==> src/rtl/aes_pkg.sv <==
// ---------------------------------------------------------------------------
// aes_pkg
//   Shared constants, FSM state encoding and GF(2^8) helper for the AES-128
//   key-schedule controller and its round-step datapath.
//   Contents:
//     KEY_W      key / round-key width (128)
//     NR         number of expansion rounds (10)
//     RCON_INIT  first round constant
//     RCON_POLY  reduction byte applied when xtime overflows
//     keySchedStateT  controller states IDLE / EXPAND / FINISH
//     xtime()    multiply a byte by x in GF(2^8)
// ---------------------------------------------------------------------------
package aes_pkg;

  localparam int KEY_W = 128;
  localparam int NR    = 10;

  localparam logic [7:0] RCON_INIT = 8'h01;
  localparam logic [7:0] RCON_POLY = 8'h1B;

  typedef enum logic [1:0] {
    IDLE   = 2'd0,
    EXPAND = 2'd1,
    FINISH = 2'd2
  } keySchedStateT;

  // Doubling in GF(2^8): shift left and fold the carried-out bit back in
  // with the AES reduction polynomial.
  function automatic logic [7:0] xtime(input logic [7:0] b);
    return {b[6:0], 1'b0} ^ (b[7] ? RCON_POLY : 8'h00);
  endfunction

endpackage

==> src/rtl/aes_key_sched_ctrl_if.sv <==
// ---------------------------------------------------------------------------
// aes_key_sched_ctrl_if
//   Bundles the key-source handshake and the round-key read port of the
//   key-schedule controller.
//   Signals:
//     start       key source -> ctrl   start pulse
//     key_in      key source -> ctrl   128-bit cipher key
//     busy        ctrl -> key source   expansion in progress
//     done        ctrl -> key source   one-cycle completion pulse
//     keys_valid  ctrl -> readers      buffer holds a complete schedule
//     rd_idx      readers -> ctrl      round-key index 0..10
//     rd_key      ctrl -> readers      round key at rd_idx (0 when invalid)
//   Modports:
//     master  key source / round-key reader side
//     slave   controller side
// ---------------------------------------------------------------------------
interface aes_key_sched_ctrl_if;
  import aes_pkg::*;

  logic             start;
  logic [KEY_W-1:0] key_in;
  logic             busy;
  logic             done;
  logic             keys_valid;
  logic [3:0]       rd_idx;
  logic [KEY_W-1:0] rd_key;

  modport master (
    output start, key_in, rd_idx,
    input  busy, done, keys_valid, rd_key
  );

  modport slave (
    input  start, key_in, rd_idx,
    output busy, done, keys_valid, rd_key
  );

endinterface

==> src/rtl/aes_key_round_step.sv <==
// ---------------------------------------------------------------------------
// aes_key_round_step
//   One combinational AES-128 key-expansion step: derives round key r+1
//   from round key r and the round constant for round r+1.
//   Ports:
//     curKey  in  128  current round key, w0 = [127:96] .. w3 = [31:0]
//     rcon    in  8    round constant XORed into the top byte
//     nxtKey  out 128  next round key
// ---------------------------------------------------------------------------
module aes_key_round_step
  import aes_pkg::*;
(
  input  logic [KEY_W-1:0] curKey,
  input  logic [7:0]       rcon,
  output logic [KEY_W-1:0] nxtKey
);

  localparam logic [7:0] SBOX [0:255] = '{
    8'h63, 8'h7c, 8'h77, 8'h7b, 8'hf2, 8'h6b, 8'h6f, 8'hc5, 8'h30, 8'h01, 8'h67, 8'h2b, 8'hfe, 8'hd7, 8'hab, 8'h76,
    8'hca, 8'h82, 8'hc9, 8'h7d, 8'hfa, 8'h59, 8'h47, 8'hf0, 8'had, 8'hd4, 8'ha2, 8'haf, 8'h9c, 8'ha4, 8'h72, 8'hc0,
    8'hb7, 8'hfd, 8'h93, 8'h26, 8'h36, 8'h3f, 8'hf7, 8'hcc, 8'h34, 8'ha5, 8'he5, 8'hf1, 8'h71, 8'hd8, 8'h31, 8'h15,
    8'h04, 8'hc7, 8'h23, 8'hc3, 8'h18, 8'h96, 8'h05, 8'h9a, 8'h07, 8'h12, 8'h80, 8'he2, 8'heb, 8'h27, 8'hb2, 8'h75,
    8'h09, 8'h83, 8'h2c, 8'h1a, 8'h1b, 8'h6e, 8'h5a, 8'ha0, 8'h52, 8'h3b, 8'hd6, 8'hb3, 8'h29, 8'he3, 8'h2f, 8'h84,
    8'h53, 8'hd1, 8'h00, 8'hed, 8'h20, 8'hfc, 8'hb1, 8'h5b, 8'h6a, 8'hcb, 8'hbe, 8'h39, 8'h4a, 8'h4c, 8'h58, 8'hcf,
    8'hd0, 8'hef, 8'haa, 8'hfb, 8'h43, 8'h4d, 8'h33, 8'h85, 8'h45, 8'hf9, 8'h02, 8'h7f, 8'h50, 8'h3c, 8'h9f, 8'ha8,
    8'h51, 8'ha3, 8'h40, 8'h8f, 8'h92, 8'h9d, 8'h38, 8'hf5, 8'hbc, 8'hb6, 8'hda, 8'h21, 8'h10, 8'hff, 8'hf3, 8'hd2,
    8'hcd, 8'h0c, 8'h13, 8'hec, 8'h5f, 8'h97, 8'h44, 8'h17, 8'hc4, 8'ha7, 8'h7e, 8'h3d, 8'h64, 8'h5d, 8'h19, 8'h73,
    8'h60, 8'h81, 8'h4f, 8'hdc, 8'h22, 8'h2a, 8'h90, 8'h88, 8'h46, 8'hee, 8'hb8, 8'h14, 8'hde, 8'h5e, 8'h0b, 8'hdb,
    8'he0, 8'h32, 8'h3a, 8'h0a, 8'h49, 8'h06, 8'h24, 8'h5c, 8'hc2, 8'hd3, 8'hac, 8'h62, 8'h91, 8'h95, 8'he4, 8'h79,
    8'he7, 8'hc8, 8'h37, 8'h6d, 8'h8d, 8'hd5, 8'h4e, 8'ha9, 8'h6c, 8'h56, 8'hf4, 8'hea, 8'h65, 8'h7a, 8'hae, 8'h08,
    8'hba, 8'h78, 8'h25, 8'h2e, 8'h1c, 8'ha6, 8'hb4, 8'hc6, 8'he8, 8'hdd, 8'h74, 8'h1f, 8'h4b, 8'hbd, 8'h8b, 8'h8a,
    8'h70, 8'h3e, 8'hb5, 8'h66, 8'h48, 8'h03, 8'hf6, 8'h0e, 8'h61, 8'h35, 8'h57, 8'hb9, 8'h86, 8'hc1, 8'h1d, 8'h9e,
    8'he1, 8'hf8, 8'h98, 8'h11, 8'h69, 8'hd9, 8'h8e, 8'h94, 8'h9b, 8'h1e, 8'h87, 8'he9, 8'hce, 8'h55, 8'h28, 8'hdf,
    8'h8c, 8'ha1, 8'h89, 8'h0d, 8'hbf, 8'he6, 8'h42, 8'h68, 8'h41, 8'h99, 8'h2d, 8'h0f, 8'hb0, 8'h54, 8'hbb, 8'h16
  };

  logic [31:0] w0, w1, w2, w3;
  logic [31:0] rotWord, subWord, tempWord;
  logic [31:0] w0n, w1n, w2n, w3n;

  // RotWord moves the top byte of w3 to the bottom, SubWord runs each byte
  // through the S-box, then the round constant lands on the top byte.
  // The new words chain left to right, each folding in its neighbour.
  always_comb begin
    w0 = curKey[127:96];
    w1 = curKey[95:64];
    w2 = curKey[63:32];
    w3 = curKey[31:0];

    rotWord  = {w3[23:0], w3[31:24]};
    subWord  = {SBOX[rotWord[31:24]], SBOX[rotWord[23:16]],
                SBOX[rotWord[15:8]],  SBOX[rotWord[7:0]]};
    tempWord = subWord ^ {rcon, 24'h000000};

    w0n = w0 ^ tempWord;
    w1n = w1 ^ w0n;
    w2n = w2 ^ w1n;
    w3n = w3 ^ w2n;

    nxtKey = {w0n, w1n, w2n, w3n};
  end

endmodule

==> src/rtl/aes_key_sched_ctrl.sv <==
// ---------------------------------------------------------------------------
// aes_key_sched_ctrl
//   Iterative AES-128 key-expansion controller. On an accepted start it
//   stores the cipher key as round key 0, then produces one round key per
//   clock for rounds 1..10 into an 11-entry buffer that the round datapaths
//   read by index.
//   Ports:
//     clk    in  1   clock, rising edge
//     rst_n  in  1   asynchronous active-low reset
//     bus    slave modport of aes_key_sched_ctrl_if
//              start/key_in  : start pulse and cipher key (IDLE only)
//              busy/done     : expansion running / one-cycle completion
//              keys_valid    : complete schedule available
//              rd_idx/rd_key : combinational round-key read
// ---------------------------------------------------------------------------
module aes_key_sched_ctrl
  import aes_pkg::*;
(
  input  logic                 clk,
  input  logic                 rst_n,
  aes_key_sched_ctrl_if.slave  bus
);

  keySchedStateT    state, nextState;
  logic             busyQ, doneQ, validQ;
  logic             nextBusy, nextDone, nextValid;
  logic             acceptKey, stepEn, lastStep;

  logic [3:0]       round;
  logic [7:0]       rcon;
  logic [KEY_W-1:0] curKey;
  logic [KEY_W-1:0] stepKey;
  logic [KEY_W-1:0] keyBuf [0:NR];

  aes_key_round_step uStep (
    .curKey (curKey),
    .rcon   (rcon),
    .nxtKey (stepKey)
  );

  // State register plus the registered status flags. Done, busy and
  // keys_valid all change on the edge that writes round key 10, so done is
  // visible during the single FINISH cycle.
  always_ff @(posedge clk or negedge rst_n) begin
    if (!rst_n) begin
      state  <= IDLE;
      busyQ  <= 1'b0;
      doneQ  <= 1'b0;
      validQ <= 1'b0;
    end else begin
      state  <= nextState;
      busyQ  <= nextBusy;
      doneQ  <= nextDone;
      validQ <= nextValid;
    end
  end

  // Next-state and control decode. Start is only looked at in IDLE, so a
  // pulse during EXPAND or FINISH is simply dropped. Accepting a new key
  // invalidates the old schedule straight away.
  always_comb begin
    nextState = state;
    nextBusy  = busyQ;
    nextDone  = 1'b0;
    nextValid = validQ;
    acceptKey = 1'b0;
    stepEn    = 1'b0;
    lastStep  = 1'b0;
    case (state)
      IDLE: begin
        if (bus.start) begin
          acceptKey = 1'b1;
          nextBusy  = 1'b1;
          nextValid = 1'b0;
          nextState = EXPAND;
        end
      end
      EXPAND: begin
        stepEn = 1'b1;
        if (round == 4'(NR)) begin
          lastStep  = 1'b1;
          nextBusy  = 1'b0;
          nextDone  = 1'b1;
          nextValid = 1'b1;
          nextState = FINISH;
        end
      end
      FINISH: begin
        nextState = IDLE;
      end
      default: begin
        nextState = IDLE;
      end
    endcase
  end

  // Expansion working registers. The round counter stays at 10 after the
  // last step rather than wrapping; it is reloaded on the next accept.
  always_ff @(posedge clk or negedge rst_n) begin
    if (!rst_n) begin
      round  <= 4'd0;
      rcon   <= RCON_INIT;
      curKey <= '0;
    end else if (acceptKey) begin
      round  <= 4'd1;
      rcon   <= RCON_INIT;
      curKey <= bus.key_in;
    end else if (stepEn) begin
      rcon   <= xtime(rcon);
      curKey <= stepKey;
      if (!lastStep) begin
        round <= round + 4'd1;
      end
    end
  end

  // Round-key buffer. It carries no reset: its contents are only exposed
  // while keys_valid is high, which requires a full expansion since reset.
  always_ff @(posedge clk) begin
    if (acceptKey) begin
      keyBuf[0] <= bus.key_in;
    end else if (stepEn) begin
      keyBuf[round] <= stepKey;
    end
  end

  assign bus.busy       = busyQ;
  assign bus.done       = doneQ;
  assign bus.keys_valid = validQ;
  assign bus.rd_key     = (validQ && (bus.rd_idx <= 4'(NR))) ? keyBuf[bus.rd_idx] : '0;

endmodule

==> src/flat_wrapper.sv <==
// flat-port wrapper written by rule: the top's interface ports become plain ports
module aes_key_sched_ctrl_flat import aes_pkg::*;
  (clk, rst_n, bus_start, bus_key_in, bus_rd_idx, bus_busy, bus_done, bus_keys_valid, bus_rd_key);
  aes_key_sched_ctrl_if bus_i ();
  input  logic clk;
  input  logic rst_n;
  input wire logic [$bits(bus_i.start)-1:0] bus_start;
  input wire logic [$bits(bus_i.key_in)-1:0] bus_key_in;
  input wire logic [$bits(bus_i.rd_idx)-1:0] bus_rd_idx;
  output wire logic [$bits(bus_i.busy)-1:0] bus_busy;
  output wire logic [$bits(bus_i.done)-1:0] bus_done;
  output wire logic [$bits(bus_i.keys_valid)-1:0] bus_keys_valid;
  output wire logic [$bits(bus_i.rd_key)-1:0] bus_rd_key;
  assign bus_i.start = bus_start;
  assign bus_i.key_in = bus_key_in;
  assign bus_i.rd_idx = bus_rd_idx;
  assign bus_busy = bus_i.busy;
  assign bus_done = bus_i.done;
  assign bus_keys_valid = bus_i.keys_valid;
  assign bus_rd_key = bus_i.rd_key;
  aes_key_sched_ctrl u_core (.clk(clk), .rst_n(rst_n), .bus(bus_i));
endmodule
==> config.mk <==
export PLATFORM = sky130hd
export DESIGN_NAME = aes_key_sched_ctrl_flat
export DESIGN_NICKNAME = d
export VERILOG_FILES = /design/src/rtl/aes_pkg.sv /design/src/rtl/aes_key_sched_ctrl_if.sv /design/src/rtl/aes_key_round_step.sv /design/src/rtl/aes_key_sched_ctrl.sv /design/src/flat_wrapper.sv
export SDC_FILE = /design/constraint.sdc
export NUM_CORES = 2
export LEC_CHECK = 0
export CORE_UTILIZATION = 55
export CTS_CLUSTER_DIAMETER = 60
export DETAILED_ROUTE_END_ITERATION = 8
export PLACE_DENSITY = 0.78
export SLEW_MARGIN = 25
export SYNTH_ARGS = -nofsm -noshare
export SYNTH_HDL_FRONTEND = slang
export SYNTH_HIERARCHICAL = 1
export SYNTH_SLANG_ARGS = --single-unit
==> constraint.sdc <==
create_clock -name clk -period 16.7 [get_ports clk]
set_clock_uncertainty 0.1 [all_clocks]
set_input_delay 2.505 -clock clk [delete_from_list [all_inputs] [get_ports clk]]
set_output_delay 2.505 -clock clk [all_outputs]
set_load 0.02 [all_outputs]
# Word level (Yosys, flattened, before mapping)
# Memory sizes are Yosys's and may differ from the RTL's.
# Cells that the tools add are included.
# classes
n_addsub,1
order_cmp,5
n_eq_ne,5
n_mux,39
n_bitwise,10
reduce_logical,8
# op_table
op,count
$mux 128,4
$xor 32x32->32,5
$reduce_or 128->1,1
$mux 8,10
$ge 9x9->1 const B,4
$not 8->9,4
$mux 4,4
$mux 1,15
$xor 8x8->8,1
$mux 5,1
$add 4x1->4 const B,1
$eq 4x4->1 const B,1
$le 4x4->1 const B,1
$mux 2,2
$ne 2x2->1 const B,2
$pmux 1 s2,2
$pmux 2 s2,1
$reduce_and 2->1,2
$reduce_bool 2->1,2
$reduce_and 3->1,1
$eq 2x1->1 const B,1
$logic_not 2->1,1
$ne 2x1->1 const B,1
$logic_and 1x1->1,1
# totals
register_bits,145
ramBits,1408
mem_bits_ro,8192
in_bits,135
output_inout_bits,131
elab_cells,80
mem_count,5
# mem_list
memory,depth,word_bits,read_ports,rd_ports_with_merged_regs,write_ports,line,rtl
(no name shown),256,8,1,0,0,aes_key_round_step.sv:52,"SBOX[rotWord[15:8]], SBOX[rotWord[7:0]]};"
(no name shown),256,8,1,0,0,aes_key_round_step.sv:52,
(no name shown),256,8,1,0,0,aes_key_round_step.sv:51,"subWord = {SBOX[rotWord[31:24]], SBOX[rotWord[23:16]],"
(no name shown),256,8,1,0,0,aes_key_round_step.sv:51,
u_core.keyBuf,11,128,1,0,1,aes_key_sched_ctrl.sv:33,logic [KEY_W-1:0] keyBuf [0:NR];

# Longest topological paths before layout
# logic_depth
word_depth,11
mapped_depth,15
mapped_depth_nobuf,12

# Modules after synthesis
# Netlist, hierarchy kept.
# by_module_without_submodules
module,instances,cells_per_inst,area_each_um2,seq_area_each_um2
aes_key_sched_ctrl,1,3670,61275.0,45910.3
aes_key_round_step,1,2333,16425.8,0.0

# Least setup slack after synthesis
# No wires, ideal clock.
# synth_timing
kind,reg2reg
start,reg u_core.state[0]
end,mem u_core.keyBuf[10][0] (enable)
setup_ns,0.973
t_arrival_ns,14.047
required_ns,15.627
path_slack_ns,1.580
path_stages_with_launch,6
path_buffers,2
period_less_slack_ns,15.120
path_cell_list,dfrtp_1 -> nor2b_1 -> buf_2 -> buf_2 -> nand2_1 -> nor4b_1
# synth_between
elab_chain_cells,7
word_cells_on_any_way,12
cone_classes,eq/ne (1); mux (9); reduce/logical (2)
# synth_lines
item,line,rtl
start: declaration,aes_key_sched_ctrl.sv:24,"keySchedStateT state, nextState;"
start signal: assignment,aes_key_sched_ctrl.sv:51,state <= nextState;
$eq 2x1->1,aes_key_sched_ctrl.sv:69,case (state)
$mux 1,aes_key_sched_ctrl.sv:69,
$mux 1,aes_key_sched_ctrl.sv:122,end else if (stepEn) begin
$mux 1,aes_key_sched_ctrl.sv:120,if (acceptKey) begin
$mux 1 (implied by the code),aes_key_sched_ctrl.sv:123,keyBuf[round] <= stepKey;
$reduce_or 128->1 (no line),-,
$mux 4 (no line) or $mux 1 (tied branches),-,
end: declaration,aes_key_sched_ctrl.sv:33,
# Parallel ways exist; a longest one is shown, timed or not.

# Final worst setup path
# layout_timing
start,in bus_rd_idx[3]
end,out bus_rd_key[48]
# layout_between
elab_chain_cells,3
word_cells_on_any_way,4
cone_classes,order compare (1); mux (1); reduce/logical (1); memory (1)
# layout_lines
item,line,rtl
start: declaration,flat_wrapper.sv:9,input wire logic [$bits(bus_i.rd_idx)-1:0] bus_rd_idx;
$le 4x4->1,aes_key_sched_ctrl.sv:130,assign bus.rd_key = (validQ && (bus.rd_idx <= 4'(NR))) ? keyBuf[bus.rd_idx] : '0;
$logic_and 1x1->1,aes_key_sched_ctrl.sv:130,
$mux 128 *,aes_key_sched_ctrl.sv:130,
end: declaration,flat_wrapper.sv:13,output wire logic [$bits(bus_i.rd_key)-1:0] bus_rd_key;
# Every way passes the cells marked *; elsewhere a longest branch is shown, timed or not.

==> flow_metrics.env <==
export IMPL_outcome="finished clean"
export IMPL_cts_inserted_buffers=159
export IMPL_drt_iter0_drc=8835
export IMPL_path_depth=8
export IMPL_synth_flop_cell="edfxtp_1"
export IMPL_cts_root_buffer="clkbuf_16"
export IMPL_critPathSlowestCell="buf_4"
export IMPL_critPathMaxStageDelay_ns=0.89
export IMPL_fillers=10400
export IMPL_seq_area_sq_mm=0.0459
export IMPL_num_vias=56300
export IMPL_crit_fanout=78
export IMPL_dp_hpwl_microns=167000
export IMPL_finalSetupTns_ns=0
export IMPL_wl_microns=267000
export IMPL_start_util_pct=55.6
export IMPL_die_h_microns=378
export IMPL_layoutNonFillerInstCount=8039
export IMPL_critPathLaunchType="input pin"
export IMPL_area_growth_pct=11.2
export IMPL_die_w_microns=378
export IMPL_via_per_inst=7.00
export IMPL_r2r_end="u_core/keyBuf[7][15]$_DFFE_PP_"
export IMPL_grt_max_degree=146
export IMPL_drive_gt1_share_pct=12.6
export IMPL_clk_latency_ns=0.82
export IMPL_dieArea_sq_mm=0.143
export IMPL_r2r_setup_slack_ns=10.66
export IMPL_cts_tree="yes"
export IMPL_rows=137
export IMPL_ys_seq_elements=1553
export IMPL_cts_buffer_depth=3
export IMPL_ys_top_cells_by_area="edfxtp_1 54%, mux4_2 4.8%, dfrtp_1 4.6%"
export IMPL_yosysTopAreaCellShare_pct=54.4
export IMPL_nets=6221
export IMPL_worstSetupEndpointType="primary output"
export IMPL_critPathRequiredTime_ns=14.10
export IMPL_maxCapViolations=0
export IMPL_io_pins=266
export IMPL_synth_top_area_cell="edfxtp_1"
export IMPL_ctsResizeCount=0
export IMPL_layout_common_cells="1,408 x edfxtp_1, 670 x nand2_1, 283 x nor2_1"
export IMPL_critPathKind="input pin to primary output"
export IMPL_ant_nets=0
export IMPL_synth_nets=6200
export IMPL_io_buffers=265
export IMPL_worstPathArrival_ns=7.15
export IMPL_path_cells="clkdlybuf4s50_1, nor2b_4, buf_4, buf_4, buf_4, a22oi_1, o21ai_0, clkdlybuf4s50_1"
export IMPL_holdBufCountCts=0
export IMPL_final_common_cell="edfxtp_1"
export IMPL_crit_top_cell="buf_4"
export IMPL_min_from="u_core/rcon[0]$_DFFE_PN1P_"
export IMPL_fmax_ghz=0.103
export IMPL_dp_cells=7738
export IMPL_finalHoldViolations=0
export IMPL_min_to="u_core/rcon[0]$_DFFE_PN1P_"
export IMPL_reg2regPathDepth=13
export IMPL_ys_warn_count=6
export IMPL_cts_sinks=1553
export IMPL_min_period_ns=9.75
export IMPL_multi_input_area_sq_mm=0.0291
export IMPL_grt_overflow_total=0
export IMPL_path_delay_family="buffers and inverters"
export IMPL_track_usage_pct=37.1
export IMPL_synth_edf_count=1408
export IMPL_place_congestion=1.01
export IMPL_drt_wirelength_per_cell_microns=33.3
export IMPL_drtPass1Iterations=8
export IMPL_hold_depth=2
export IMPL_worst_slew_margin_rel_pct=25.0
export IMPL_slew_violations=0
export IMPL_synth_cell_types=119
export IMPL_setup_violations=0
export IMPL_hold_class="flop to flop"
export IMPL_synthArstFlopShare_pct=9.34
export IMPL_route_detailed_drc=0
export IMPL_antenna_found_initial=27
export IMPL_seq_area_frac_synth_pct=59.1
export IMPL_cts_htree_levels=4
export IMPL_syn_area_sq_mm=0.0777
export IMPL_grt_pass1_vias=53900
export IMPL_finalCritPeriodShare_pct=58.4
export IMPL_core_sq_mm=0.140
export IMPL_clk_pin_slew_ns=0.06
export IMPL_post_cts_setup_buffers=0
export IMPL_rsz0062_at_grt="no"
export IMPL_synthCells=6003
export IMPL_avgSynthCellArea_sq_um=12.9
export IMPL_grt_pass1_wl_microns=381000
export IMPL_r2r_start="u_core/curKey[1]$_DFFE_PN0P_"
export IMPL_cp_num_buf_inv=5
export IMPL_tightest_slew_ns=1.11
[per-stage QoR]
step                      instance area, sq um  setup slack, ns  hold WS [ns]  util [%]
final                                    86400             6.95         0.428      61.8
after global routing                     86400             6.89         0.451      61.7
after detailed placement                 81200             7.16         0.423      58.1
after global placement                   81200             7.20         0.414      58.1
after floorplan                          77700             1.58         0.389         -
after CTS                                86300             7.12         0.434      61.7
[registers in the layout (all words and copies together), names as in the netlist]
| register | flops |
|---|---|
| u_core/bus.busy | 1 |
| u_core/rcon | 8 |
| u_core/round | 4 |
| u_core/bus.done | 1 |
| u_core/curKey | 128 |
| u_core/bus.keys_valid | 1 |
| u_core/state | 2 |
| u_core/keyBuf | 1408 |
[layer usage]
metal,up-vias,part of all wire (%),GRT usage [%]
met4,30,5.0,17.4
li1,23400,-,-
met3,677,13,10.6
met5,-,0.068,0
met1,28100,37,49.4
met2,3992,45,56.1
[kinds of logic (layout without fill, tap and decap cells)]
kind of cell | Yosys count | in the layout | synth area share, %
compound gates | 1499 | 1499 | 13.8
xor+xnor | 222 | 222 | 3.09
mux | 597 | 597 | 10.6
other cells | 0 | 9 | 0
flops | 1553 | 1553 | 59.1
simple gates | 1483 | 1483 | 8.78
buf+inv | 587 | 738 | 3.64
fa+ha+maj | 62 | 62 | 0.998
[final cells by class]
cell class	instances	share of cell area, %
clock buffers	215	5.02
repair buffers	389	4.22
inverters	58	0.252
multi-input cells	3863	33.7
clock inverters	76	0.889
well taps	1876	2.72
flip-flops and latches	1553	53.2
diodes	9	0.0261
[worst reg2reg max path, delay by kind of cell (launching register included)]
kind,cells,cell delay [ns]
adders and majority gates,1,0.70
DFF,1,0.32
xor gates and xnor gates,2,0.80
and+or+nand+nor,5,1.45
AOI/OAI and AO/OA,2,1.34
buffers and inverters,3,1.11
[Yosys cell counts, drive strengths merged (14+ instances only)]
cell / n
mux2i: 286
and2: 34
a32oi: 144
a22oi: 265
and3: 25
xnor3: 23
o221ai: 23
nor3b: 20
mux4: 166
xnor2: 138
nand2: 675
a31oi: 174
a311o: 16
a21oi: 147
mux2: 145
buf: 272
inv: 52
o31ai: 38
or2: 20
nand3: 82
o32ai: 17
or3: 27
dfrtp: 144
nand2b: 93
nor3: 81
o2111ai: 18
nor2: 293
xor2: 58
a211oi: 54
ha: 62
edfxtp: 1408
o311ai: 56
nor2b: 79
o311a: 14
o211ai: 62
a221oi: 21
a311oi: 32
clkbuf: 257
o21ai: 278
[how the worst max path moves through the flow]
stage	startpoint	to	slack, ns
after CTS	bus_rd_idx[3]	bus_rd_key[51]	7.12
after floorplan	u_core/state[0]$_DFFE_PN0P_	u_core/keyBuf[10][0]$_DFFE_PP_	1.58
final	bus_rd_idx[3]	bus_rd_key[48]	6.95
after global routing	bus_rd_idx[3]	bus_rd_key[51]	6.89
after detailed placement	bus_rd_idx[3]	bus_rd_key[51]	7.16
after global placement	bus_rd_idx[0]	bus_rd_key[3]	7.20
Power is left out: the tool's default activity adds up to more than one toggle a clock period on the data nets, which glitch-free logic cannot reach.
